`src/rtl/iob2axil_fsm.sv`:
```
// Native valid/ready slave to AXI4-Lite master bridge with per-request registered payload.
// Optional transaction timeout is compiled in with `define AXIL_TIMEOUT_EN.
module iob2axil_fsm #(
  parameter int          ADDR_W    = 32,
  parameter int          DATA_W    = 32,
  parameter logic [2:0]  AXI_PROT  = 3'b010,
  parameter int          TIMEOUT_W = 16
) (
  input  logic                clk,
  input  logic                rst_n,
  // native slave side
  input  logic                valid,
  input  logic [ADDR_W-1:0]   addr,
  input  logic [DATA_W-1:0]   wdata,
  input  logic [DATA_W/8-1:0] wstrb,
  output logic [DATA_W-1:0]   rdata,
  output logic                ready,
  output logic [1:0]          resp,
  // AXI4-Lite write address channel
  output logic [ADDR_W-1:0]   m_axil_awaddr,
  output logic [2:0]          m_axil_awprot,
  output logic                m_axil_awvalid,
  input  logic                m_axil_awready,
  // AXI4-Lite write data channel
  output logic [DATA_W-1:0]   m_axil_wdata,
  output logic [DATA_W/8-1:0] m_axil_wstrb,
  output logic                m_axil_wvalid,
  input  logic                m_axil_wready,
  // AXI4-Lite write response channel
  input  logic [1:0]          m_axil_bresp,
  input  logic                m_axil_bvalid,
  output logic                m_axil_bready,
  // AXI4-Lite read address channel
  output logic [ADDR_W-1:0]   m_axil_araddr,
  output logic [2:0]          m_axil_arprot,
  output logic                m_axil_arvalid,
  input  logic                m_axil_arready,
  // AXI4-Lite read data channel
  input  logic [DATA_W-1:0]   m_axil_rdata,
  input  logic [1:0]          m_axil_rresp,
  input  logic                m_axil_rvalid,
  output logic                m_axil_rready,
  // FSM state for observation
  output logic [2:0]          dbg_state
);

  if ((DATA_W != 32 && DATA_W != 64) || TIMEOUT_W < 1 || ADDR_W < 1) begin : g_bad_param
    $error("iob2axil_fsm: DATA_W must be 32 or 64, TIMEOUT_W and ADDR_W at least 1");
  end

  typedef enum logic [2:0] {
    S_IDLE  = 3'd0,
    S_WADDR = 3'd1,
    S_WRESP = 3'd2,
    S_RADDR = 3'd3,
    S_RDATA = 3'd4,
    S_DONE  = 3'd5
  } state_t;

  state_t              state;
  state_t              state_nxt;
  logic [ADDR_W-1:0]   addr_q;
  logic [DATA_W-1:0]   wdata_q;
  logic [DATA_W/8-1:0] wstrb_q;
  logic                aw_done;
  logic                w_done;
  logic                to_hit;
  logic                aw_hs;
  logic                w_hs;

  // Handshake rule on every AXI channel: a transfer happens in the cycle where
  // valid and ready are both high; valid never waits for ready and holds until then.
  assign aw_hs = m_axil_awvalid & m_axil_awready;
  assign w_hs  = m_axil_wvalid & m_axil_wready;

`ifdef AXIL_TIMEOUT_EN
  logic [TIMEOUT_W-1:0] tmo_cnt;

  always_ff @(posedge clk or negedge rst_n) begin
    if (!rst_n) begin
      tmo_cnt <= '0;
    end else if (state == S_IDLE) begin
      tmo_cnt <= '0;
    end else if (state != S_DONE) begin
      tmo_cnt <= tmo_cnt + 1'b1;
    end
  end

  // Abandons whatever handshake is pending; the slave needs a reset afterwards.
  assign to_hit = (state != S_IDLE) && (state != S_DONE) && (&tmo_cnt);
`else
  assign to_hit = 1'b0;
`endif

  // State register
  always_ff @(posedge clk or negedge rst_n) begin
    if (!rst_n) begin
      state <= S_IDLE;
    end else begin
      state <= state_nxt;
    end
  end

  // Next-state logic
  always_comb begin
    state_nxt = state;
    case (state)
      S_IDLE: begin
        if (valid) begin
          state_nxt = (|wstrb) ? S_WADDR : S_RADDR;
        end
      end
      S_WADDR: begin
        if (to_hit) begin
          state_nxt = S_DONE;
        end else if ((aw_done | aw_hs) && (w_done | w_hs)) begin
          state_nxt = S_WRESP;
        end
      end
      S_WRESP: begin
        if (to_hit || m_axil_bvalid) begin
          state_nxt = S_DONE;
        end
      end
      S_RADDR: begin
        if (to_hit) begin
          state_nxt = S_DONE;
        end else if (m_axil_arready) begin
          state_nxt = S_RDATA;
        end
      end
      S_RDATA: begin
        if (to_hit || m_axil_rvalid) begin
          state_nxt = S_DONE;
        end
      end
      S_DONE: begin
        state_nxt = S_IDLE;
      end
      default: begin
        state_nxt = S_IDLE;
      end
    endcase
  end

  // Output logic
  always_comb begin
    m_axil_awvalid = 1'b0;
    m_axil_wvalid  = 1'b0;
    m_axil_bready  = 1'b0;
    m_axil_arvalid = 1'b0;
    m_axil_rready  = 1'b0;
    ready          = 1'b0;
    case (state)
      S_WADDR: begin
        m_axil_awvalid = ~aw_done & ~to_hit;
        m_axil_wvalid  = ~w_done & ~to_hit;
      end
      S_WRESP: m_axil_bready  = ~to_hit;
      S_RADDR: m_axil_arvalid = ~to_hit;
      S_RDATA: m_axil_rready  = ~to_hit;
      S_DONE:  ready          = 1'b1;
      default: ;
    endcase
  end

  // Request payload is captured once in IDLE so the AXI side never sees native-side churn.
  always_ff @(posedge clk or negedge rst_n) begin
    if (!rst_n) begin
      addr_q  <= '0;
      wdata_q <= '0;
      wstrb_q <= '0;
    end else if (state == S_IDLE && valid) begin
      addr_q  <= addr;
      wdata_q <= wdata;
      wstrb_q <= wstrb;
    end
  end

  always_ff @(posedge clk or negedge rst_n) begin
    if (!rst_n) begin
      aw_done <= 1'b0;
      w_done  <= 1'b0;
    end else if ((state == S_WRESP && m_axil_bvalid) || state == S_DONE) begin
      aw_done <= 1'b0;
      w_done  <= 1'b0;
    end else if (state == S_WADDR) begin
      if (aw_hs) aw_done <= 1'b1;
      if (w_hs)  w_done  <= 1'b1;
    end
  end

  always_ff @(posedge clk or negedge rst_n) begin
    if (!rst_n) begin
      rdata <= '0;
      resp  <= 2'b00;
    end else if (to_hit) begin
      rdata <= '0;
      resp  <= 2'b11;
    end else if (state == S_RDATA && m_axil_rvalid) begin
      rdata <= m_axil_rdata;
      resp  <= m_axil_rresp;
    end else if (state == S_WRESP && m_axil_bvalid) begin
      resp  <= m_axil_bresp;
    end
  end

  assign m_axil_awaddr = addr_q;
  assign m_axil_araddr = addr_q;
  assign m_axil_awprot = AXI_PROT;
  assign m_axil_arprot = AXI_PROT;
  assign m_axil_wdata  = wdata_q;
  assign m_axil_wstrb  = wstrb_q;
  assign dbg_state     = state;

endmodule

```
`config.mk`:
```
export PLATFORM = sky130hd
export DESIGN_NAME = iob2axil_fsm
export DESIGN_NICKNAME = d
export VERILOG_FILES = /design/src/rtl/iob2axil_fsm.sv
export SDC_FILE = /design/constraint.sdc
export NUM_CORES = 1
export LEC_CHECK = 0
export CORE_MARGIN = 4
export CORE_UTILIZATION = 38
export CTS_CLUSTER_SIZE = 10
export DETAILED_ROUTE_END_ITERATION = 10
export GPL_ROUTABILITY_DRIVEN = 0
export PLACE_DENSITY = 0.84
export SLEW_MARGIN = 20
export SYNTH_ARGS = -nofsm -noshare
export SYNTH_HDL_FRONTEND = slang
export SYNTH_SLANG_ARGS = --single-unit
```
`constraint.sdc`:
```
create_clock -name clk -period 2 [get_ports clk]
set_input_delay 0.4 -clock clk [delete_from_list [all_inputs] [get_ports clk]]
set_output_delay 0.4 -clock clk [all_outputs]
set_load 0.02 [all_outputs]
```
== After elaboration in Yosys (flattened, before gate mapping) ==
Index checks and enable logic that the tools add are counted.
W data, S select, Z words.

* Register bits: 107
* Bits in latches: 0
* RAM bits: 0
* ROM bits: 0
* Input port bits: 112
* Memories kept: 0

* Add/sub/neg operators: 0
* Multiply operators: 0
* Div/mod/pow operators: 0
* Order comparisons: 0
* Equality and inequality tests: 10
* Shift operators: 0
* Mux-type cells: 21
* Bitwise gates (word level): 6
* Reductions and logical operators: 14

{| class="wikitable"
|+ Operator list
! kind !! number
|-
| $mux W3 || 5
|-
| $pmux W3 S5 || 1
|-
| $mux W1 || 12
|-
| $ne A2 B2 Y1 const B || 5
|-
| $reduce_bool A2 Y1 || 4
|-
| $eq A3 B2 Y1 const B || 2
|-
| $eq A3 B3 Y1 const B || 2
|-
| $mux W2 || 3
|-
| $reduce_and A5 Y1 || 1
|-
| $logic_and A1 B1 Y1 || 4
|-
| $reduce_and A2 Y1 || 2
|-
| $reduce_or A4 Y1 || 1
|-
| $eq A3 B1 Y1 const B || 1
|-
| $logic_not A3 Y1 || 1
|-
| $and A1 B1 Y1 || 2
|-
| $not A1 Y1 || 2
|-
| $or A1 B1 Y1 || 2
|-
| $logic_or A1 B1 Y1 || 1
|}

== Logic depth before layout (Yosys ltp) ==
Gate-level depths: netlist (run 1).

* Depth after elaboration: 7
* Gate-level depth with buffers: 6

== Least setup slack after synthesis (run 1) ==
No wires, ideal clock.

* Path kind: reg-to-reg
* Start: register state[0] (netlist: dbg_state[0])
* End: register addr_q[11] (netlist: m_axil_araddr[11])
* Setup time: 125 ps
* Data arrival time: 1597 ps
* Required time: 1875 ps
* Slack: 278 ps
* Stages on the path, launching flop included: 5
* Path buffers: 2
* Clock period less this slack: 1722 ps
* Path through: dfrtp_1 buf_2 nor3_4 buf_6 mux2_2

* Word-level cells in the longest chain between the ends: 2

{| class="wikitable"
|+ Ends and longest elaborated chain
! item !! RTL line !! text
|-
| start, declared || 60 || <nowiki>state_t state;</nowiki>
|-
| start signal, assigned || 100 || <nowiki>state <= state_nxt;</nowiki>
|-
| $logic_not A3 Y1 || 173 || <nowiki>end else if (state == S_IDLE && valid) begin</nowiki>
|-
| $logic_and A1 B1 Y1 || 173 ||
|-
| end signal, assigned || 174 || <nowiki>addr_q <= addr;</nowiki>
|-
| end, declared || 62 || <nowiki>logic [ADDR_W-1:0] addr_q;</nowiki>
|}

Every way passes these cells.
A chain may end at the register's enable or synchronous reset.

== Worst setup path in the final report (run 1) ==
* Start: register state[1] (netlist: dbg_state[1])
* End: output dbg_state[1]

{| class="wikitable"
|+ RTL lines
! item !! RTL line !! text
|-
| end, declared || 44 || <nowiki>output logic [2:0] dbg_state</nowiki>
|}

No word-level cell between the ends.

==> impl_results.md, run 1 <==
* Total number of vias at 3240
* Final instance area at 7260 um2
* Post-DR wirelength/cell at 18.0 um
* Largest net degree at the start of global routing at 56
* Nets at 645
* Clock Tree Buf Depth at 2
* Crit path kind: flip-flop to output port
* Largest stage delay, worst path at 630 ps
* Setup TNS at 0 ps
* CP max-delay cell: clkdlybuf4s50_1
* Synth unique cells at 26
* Final Core Density at 63.3%
* Ratio of final minimum period to clock period at 95.2%
* Seq cells post-synth at 107
* Routed Antenna Nets at 0
* CP Max Fanout at 7
* Number of port buffers at 254
* Status: finished, final reports clean
* Die Width at 116 um
* Met2 routed WL at 6460 um
* CTS buffer count at 9
* DP Area at 6970 um2
* CTS tree: done
* Tmin final at 1900 ps
* Maxcap violations at 0
* Slew Limit Fails at 0
* Final hold violation count at 0
* Critical path buffers and inverters at 2
* # clock sinks at 107
* Post-synthesis sequential area ratio at 59.9%
* Syn_area_per_cell at 14.9 um2
* Setup ws final at 95.3 ps
* Starting Density at 39.0%
* N_diodes at 0
* GRT Total Usage at 17.7%
* Layout cells sized above 1 at 17.7%
* Pre-antenna DRT Iters at 4
* Peak ir drop on the vdd network at 1170 uV
* Yosys Warn Count at 0
* Setup repair after global routing missed its margin: no
* Final setup fails at 0
* Fillcell total at 888
* Cell Area, Synth at 4470 um2
* Max H-tree Level at 3
* Total routed wirelength at 12200 um
* First-pass GRT wire length at 18400 um
* WL met3 at 1390 um
* HP Class: flip-flop to flip-flop
* Num ports at 261
* DRT met1 WL at 4130 um
* Multi-input logic area at 1390 um2
* GRT overflow at 0
* Postcts setup bufs at 0
* Vias per cell at 4.76
* Core area at 11500 um2
* WP data arrival at 1500 ps
* Die Y at 116 um
* Power per cell area at 1750 nW/um2
* Die area at 13600 um2
* DRC viols at 0
* Worst path top cell family by delay: buffers and inverters
* Pre-CTS setup slack at 21.9 ps
* Most common cell after layout, fill and taps aside: clkdlybuf4s50_1
* DR top layer: met4
* Dpl hpwl at 9740 um
* F_max at 0.525 GHz
* Startpoint types: flip-flop
* # rows at 39
* CP required at 1600 ps
* Commonest non-fill, non-tap cells in the layout: clkdlybuf4s50_1, dfrtp_1, mux2_2
* Root buf cell: clkbuf_16
* Area Overhead vs Synth at 62.5%
* Pleak at 3.03 nW
* Worst clock skew at 4.10 ps
* Initial antenna violation count at 0
* Clk_lat worst skew at 340 ps
* CP endpoint kind: output port
* Worst-path clk slew at 70 ps
* Initial DRC count at 94
* Worst-path cell chain: buf_4 > clkdlybuf4s50_1
* Vias in the first global route at 3538
* Storage element area at 2680 um2
* Post-Synthesis Cells at 299
[final cells by class]
cell class	instances	share of cell area, %
multi-input combinational	143	19.1
inverter	2	0.103
timing repair buffer	270	37.3
sequential	107	36.9
clock inverter	5	0.724
clock buffer	11	3.34
tap	143	2.46
[through the flow]
step	cells	hold slack (ps)	total power (W)
finish	681	488	0.0127
global route	681	506	0.0134
CTS	681	493	0.0129
detailed placement	664	338	0.0111
global placement	664	331	0.0109
floorplan	303	104	0.00775
[worst paths after layout]
kind | start | endpoint | slack, ps | cells after the start
worst max register to register | dbg_state[2] | m_axil_araddr[22] | 330 | 5
max in group asynchronous | rst_n | m_axil_araddr[23] | 790 | 3
worst min-delay path | m_axil_wdata[20] | m_axil_wdata[20] | 490 | 1
worst min register to register | m_axil_wdata[20] | m_axil_wdata[20] | 490 | 1
worst max-delay path | dbg_state[1] | dbg_state[1] | 100 | 2
min in group asynchronous | rst_n | m_axil_wstrb[0] | 530 | 2
[per-layer routing]
| metal | vias up | GRT usage, % |
|---|---|---|
| met4 | 0 | 7.42 |
| met5 | - | 0 |
| li1 | 1458 | - |
| met2 | 169 | 31.6 |
| met3 | 18 | 6.48 |
| met1 | 1595 | 18.7 |
[kinds of logic after synthesis]
kind of cell	synth area share [%]
AO/OA/AOI/OAI	1.65
AND/OR/NAND/NOR	3.05
buffers and inverters	9.33
flip-flops	59.9
other	0.168
multiplexers	25.9
[registers in the layout, indices dropped and copies added, names as in the netlist]
signal,count
rdata,32
resp,2
w_done,1
m_axil_wdata,32
aw_done,1
dbg_state,3
m_axil_wstrb,4
m_axil_araddr,32
[Yosys cell counts, drive strengths merged]
cell type | instances | area, um2
nor2 | 3 | 11.3
o22ai | 1 | 6.26
buf | 51 | 409
nand3b | 1 | 7.51
a32oi | 1 | 8.76
and4bb | 2 | 25.0
dfrtp | 107 | 2680
nand2b | 1 | 6.26
conb | 2 | 7.51
mux2i | 3 | 30.0
o221ai | 1 | 8.76
a21oi | 5 | 25.0
inv | 2 | 7.51
nor3 | 5 | 36.3
a21o | 2 | 15.0
nand3 | 1 | 5.00
or4 | 1 | 7.51
nand2 | 5 | 18.8
and3 | 2 | 12.5
mux2 | 100 | 1130
o21ai | 2 | 10.0
nor2b | 1 | 6.26
[report_power, final]
group | leakage (nW) | internal, W | switching, W
Combinational | 1.61 | 0.00366 | 0.00329
Sequential | 1.28 | 0.00327 | 0.000706
Clock | 0.145 | 0.000999 | 0.000753
Total | 3.03 | 0.00794 | 0.00475
[timing repair]
action | in CTS | in global routing
hold endpoints to repair | 24 | 0
hold buffers | 1 | 0
setup endpoints to repair | 6 | 3
resized for setup | 6 | 5
Power figures use the tool's default switching activity.
==> run 2, diff against run 1 <==
--- a/config.mk
+++ b/config.mk
@@ -17 +17,2 @@
 export SYNTH_SLANG_ARGS = --single-unit
+export TNS_END_PERCENT = 30
==> constraint.sdc (replaced) <==
create_clock -name clk -period 2 [get_ports clk]
set_input_delay 0.2 -clock clk [delete_from_list [all_inputs] [get_ports clk]]
set_output_delay 0.2 -clock clk [all_outputs]
set_load 0.02 [all_outputs]
==> impl_results.md, run 2 (synthesis gave the netlist of run 1 again) <==
* Postcts setup bufs at 0 (unchanged)
* Startpoint types: flip-flop (unchanged)
* Routed Antenna Nets at 0 (unchanged)
* Clk_lat worst skew at 330 ps (was 340 ps)
* Peak ir drop on the vdd network at 982 uV (was 1170 uV)
* Root buf cell: clkbuf_16 (unchanged)
* Initial antenna violation count at 0 (unchanged)
* Post-DR wirelength/cell at 17.5 um (was 18.0 um)
* Largest stage delay, worst path at 640 ps (was 630 ps)
* First-pass GRT wire length at 17900 um (was 18400 um)
* Max H-tree Level at 3 (unchanged)
* Tmin final at 1860 ps (was 1900 ps)
* Clock Tree Buf Depth at 2 (unchanged)
* Maxcap violations at 0 (unchanged)
* Power per cell area at 1750 nW/um2 (about the same)
* Final hold violation count at 0 (unchanged)
* Die Y at 116 um (unchanged)
* GRT Total Usage at 17.0% (was 17.7%)
* CP required at 1800 ps (was 1600 ps)
* Dpl hpwl at 9290 um (was 9740 um)
* Worst-path clk slew at 70 ps (about the same)
* Commonest non-fill, non-tap cells in the layout: clkdlybuf4s50_1, dfrtp_1, mux2_2 (unchanged)
* Total power at 0.0127 W (about the same)
* Crit path kind: flip-flop to output port (unchanged)
* Die area at 13600 um2 (unchanged)
* Core area at 11500 um2 (unchanged)
* Starting Density at 39.0% (unchanged)
* Worst-path cell chain: buf_4 > nor3_1 > clkdlybuf4s50_1 (was buf_4 > clkdlybuf4s50_1)
* Final setup fails at 0 (unchanged)
* GRT overflow at 0 (unchanged)
* Area Overhead vs Synth at 61.7% (was 62.5%)
* CP Max Fanout at 10 (was 7)
* Max_slew headroom at 65.9%
* Ratio of final minimum period to clock period at 92.9% (was 95.2%)
* WP data arrival at 1660 ps (was 1500 ps)
* CP max-delay cell: clkdlybuf4s50_1 (unchanged)
* F_max at 0.538 GHz (was 0.525 GHz)
* Vias in the first global route at 3500 (was 3538)
* CTS tree: done (unchanged)
* Slew Limit Fails at 0 (unchanged)
* DRC viols at 0 (unchanged)
* # clock sinks at 107 (unchanged)
* Total routed wirelength at 11800 um (was 12200 um)
* Status: finished, final reports clean (unchanged)
* Worst clock skew at 8.71 ps (was 4.10 ps)
* Setup repair after global routing missed its margin: no (unchanged)
* HP Class: primary input to asynchronous set/reset pin (was flip-flop to flip-flop)
* # rows at 39 (unchanged)
* Num ports at 261 (unchanged)
* Setup TNS at 0 ps (unchanged)
* Most common cell after layout, fill and taps aside: clkdlybuf4s50_1 (unchanged)
* Pre-antenna DRT Iters at 4 (unchanged)
* Number of port buffers at 254 (unchanged)
* Initial DRC count at 97 (was 94)
* Pleak at 3.06 nW (was 3.03 nW)
* CP endpoint kind: output port (unchanged)
* Layout cells sized above 1 at 16.0% (was 17.7%)
* CTS buffer count at 9 (unchanged)
* Worst Tran Pin Value at 512 ps
* Largest net degree at the start of global routing at 56 (unchanged)
* Vias per cell at 4.74 (was 4.76)
* N_diodes at 0 (unchanged)
* Die Width at 116 um (unchanged)
* Total number of vias at 3192 (was 3240)
* Nets at 638 (was 645)
==> run 2: changes by cell type in the layout (fill, tap and decap cells not counted), moves of 2 or more <==
cell	before	now
buf_4	11	6
clkbuf_2	2	0
dlygate4sd2_1	4	0
dlymetal6s2s_1	0	5
buf_12	5	3
==> run 2: worst max-delay path: cells and delay by family, from the launching register on <==
family / cells / cell delay [ps]
buffers and inverters: 2 / 810
and+or+nand+nor: 1 / 130
DFF: 1 / 400
==> run 2: final timing paths <==
| kind | startpoint | endpoint | slack, ps | depth (start not counted) |
|---|---|---|---|---|
| max in group asynchronous | rst_n | m_axil_wdata[26] | 920 | 3 |
| min in group clk | m_axil_rresp[0] | resp[0] | 430 | 3 |
| setup / recovery | dbg_state[2] | m_axil_bready | 140 | 3 |
| hold reg to reg | m_axil_wdata[7] | m_axil_wdata[7] | 490 | 1 |
| setup reg to reg | dbg_state[0] | m_axil_wdata[10] | 310 | 4 |
| hold / removal | rst_n | m_axil_wstrb[0] | 400 | 2 |
==> run 2: area by class of cell <==
class | instances | area [um2]
clock buffer | 11 | 233
inverter | 2 | 7.51
tap | 143 | 179
sequential | 107 | 2680
fill | 875 | 4240
clock inverter | 5 | 77.6
multi-input combinational | 143 | 1390
timing repair buffer | 263 | 2660
==> run 2: what timing repair did <==
item	in CTS	in global routing
gates resized for setup	1	5
endpoints found under the setup margin	2	5
hold buffers	1	0
endpoints found under the hold margin	36	0
==> run 2: metrics by stage <==
stage               area (um2)  utilization [%]  setup slack [ps]  hold WS (ps)  cells
global placement          6890             60.1               214           193    657
detailed placement        6890             60.1               189           207    657
CTS                       7210             62.9              11.1           388    674
floorplan                 4480                -               278         -95.6    303
finish                    7220             63.0               142           403    674
global route              7220             63.0              70.8           448    674
==> run 2: power by group <==
part | leakage [nW] | switching, W | internal, W
Combinational | 1.63 | 0.00326 | 0.00360
Sequential | 1.28 | 0.000691 | 0.00327
Clock | 0.150 | 0.000744 | 0.00109
==> run 2: routing by layer <==
metal,wire length [um],track usage [%],up-vias
li1,-,-,1443
met1,4130,18.7,1578
met2,6200,30.5,156
met3,1250,5.75,15
met4,226,6.03,0
met5,0,0,-
==> run 3, diff against run 2 <==
CTS_CLUSTER_DIAMETER = 40   (was unset)
==> results of run 3 <==
The final DEF is identical to that of run 2; final timing and power are the same.
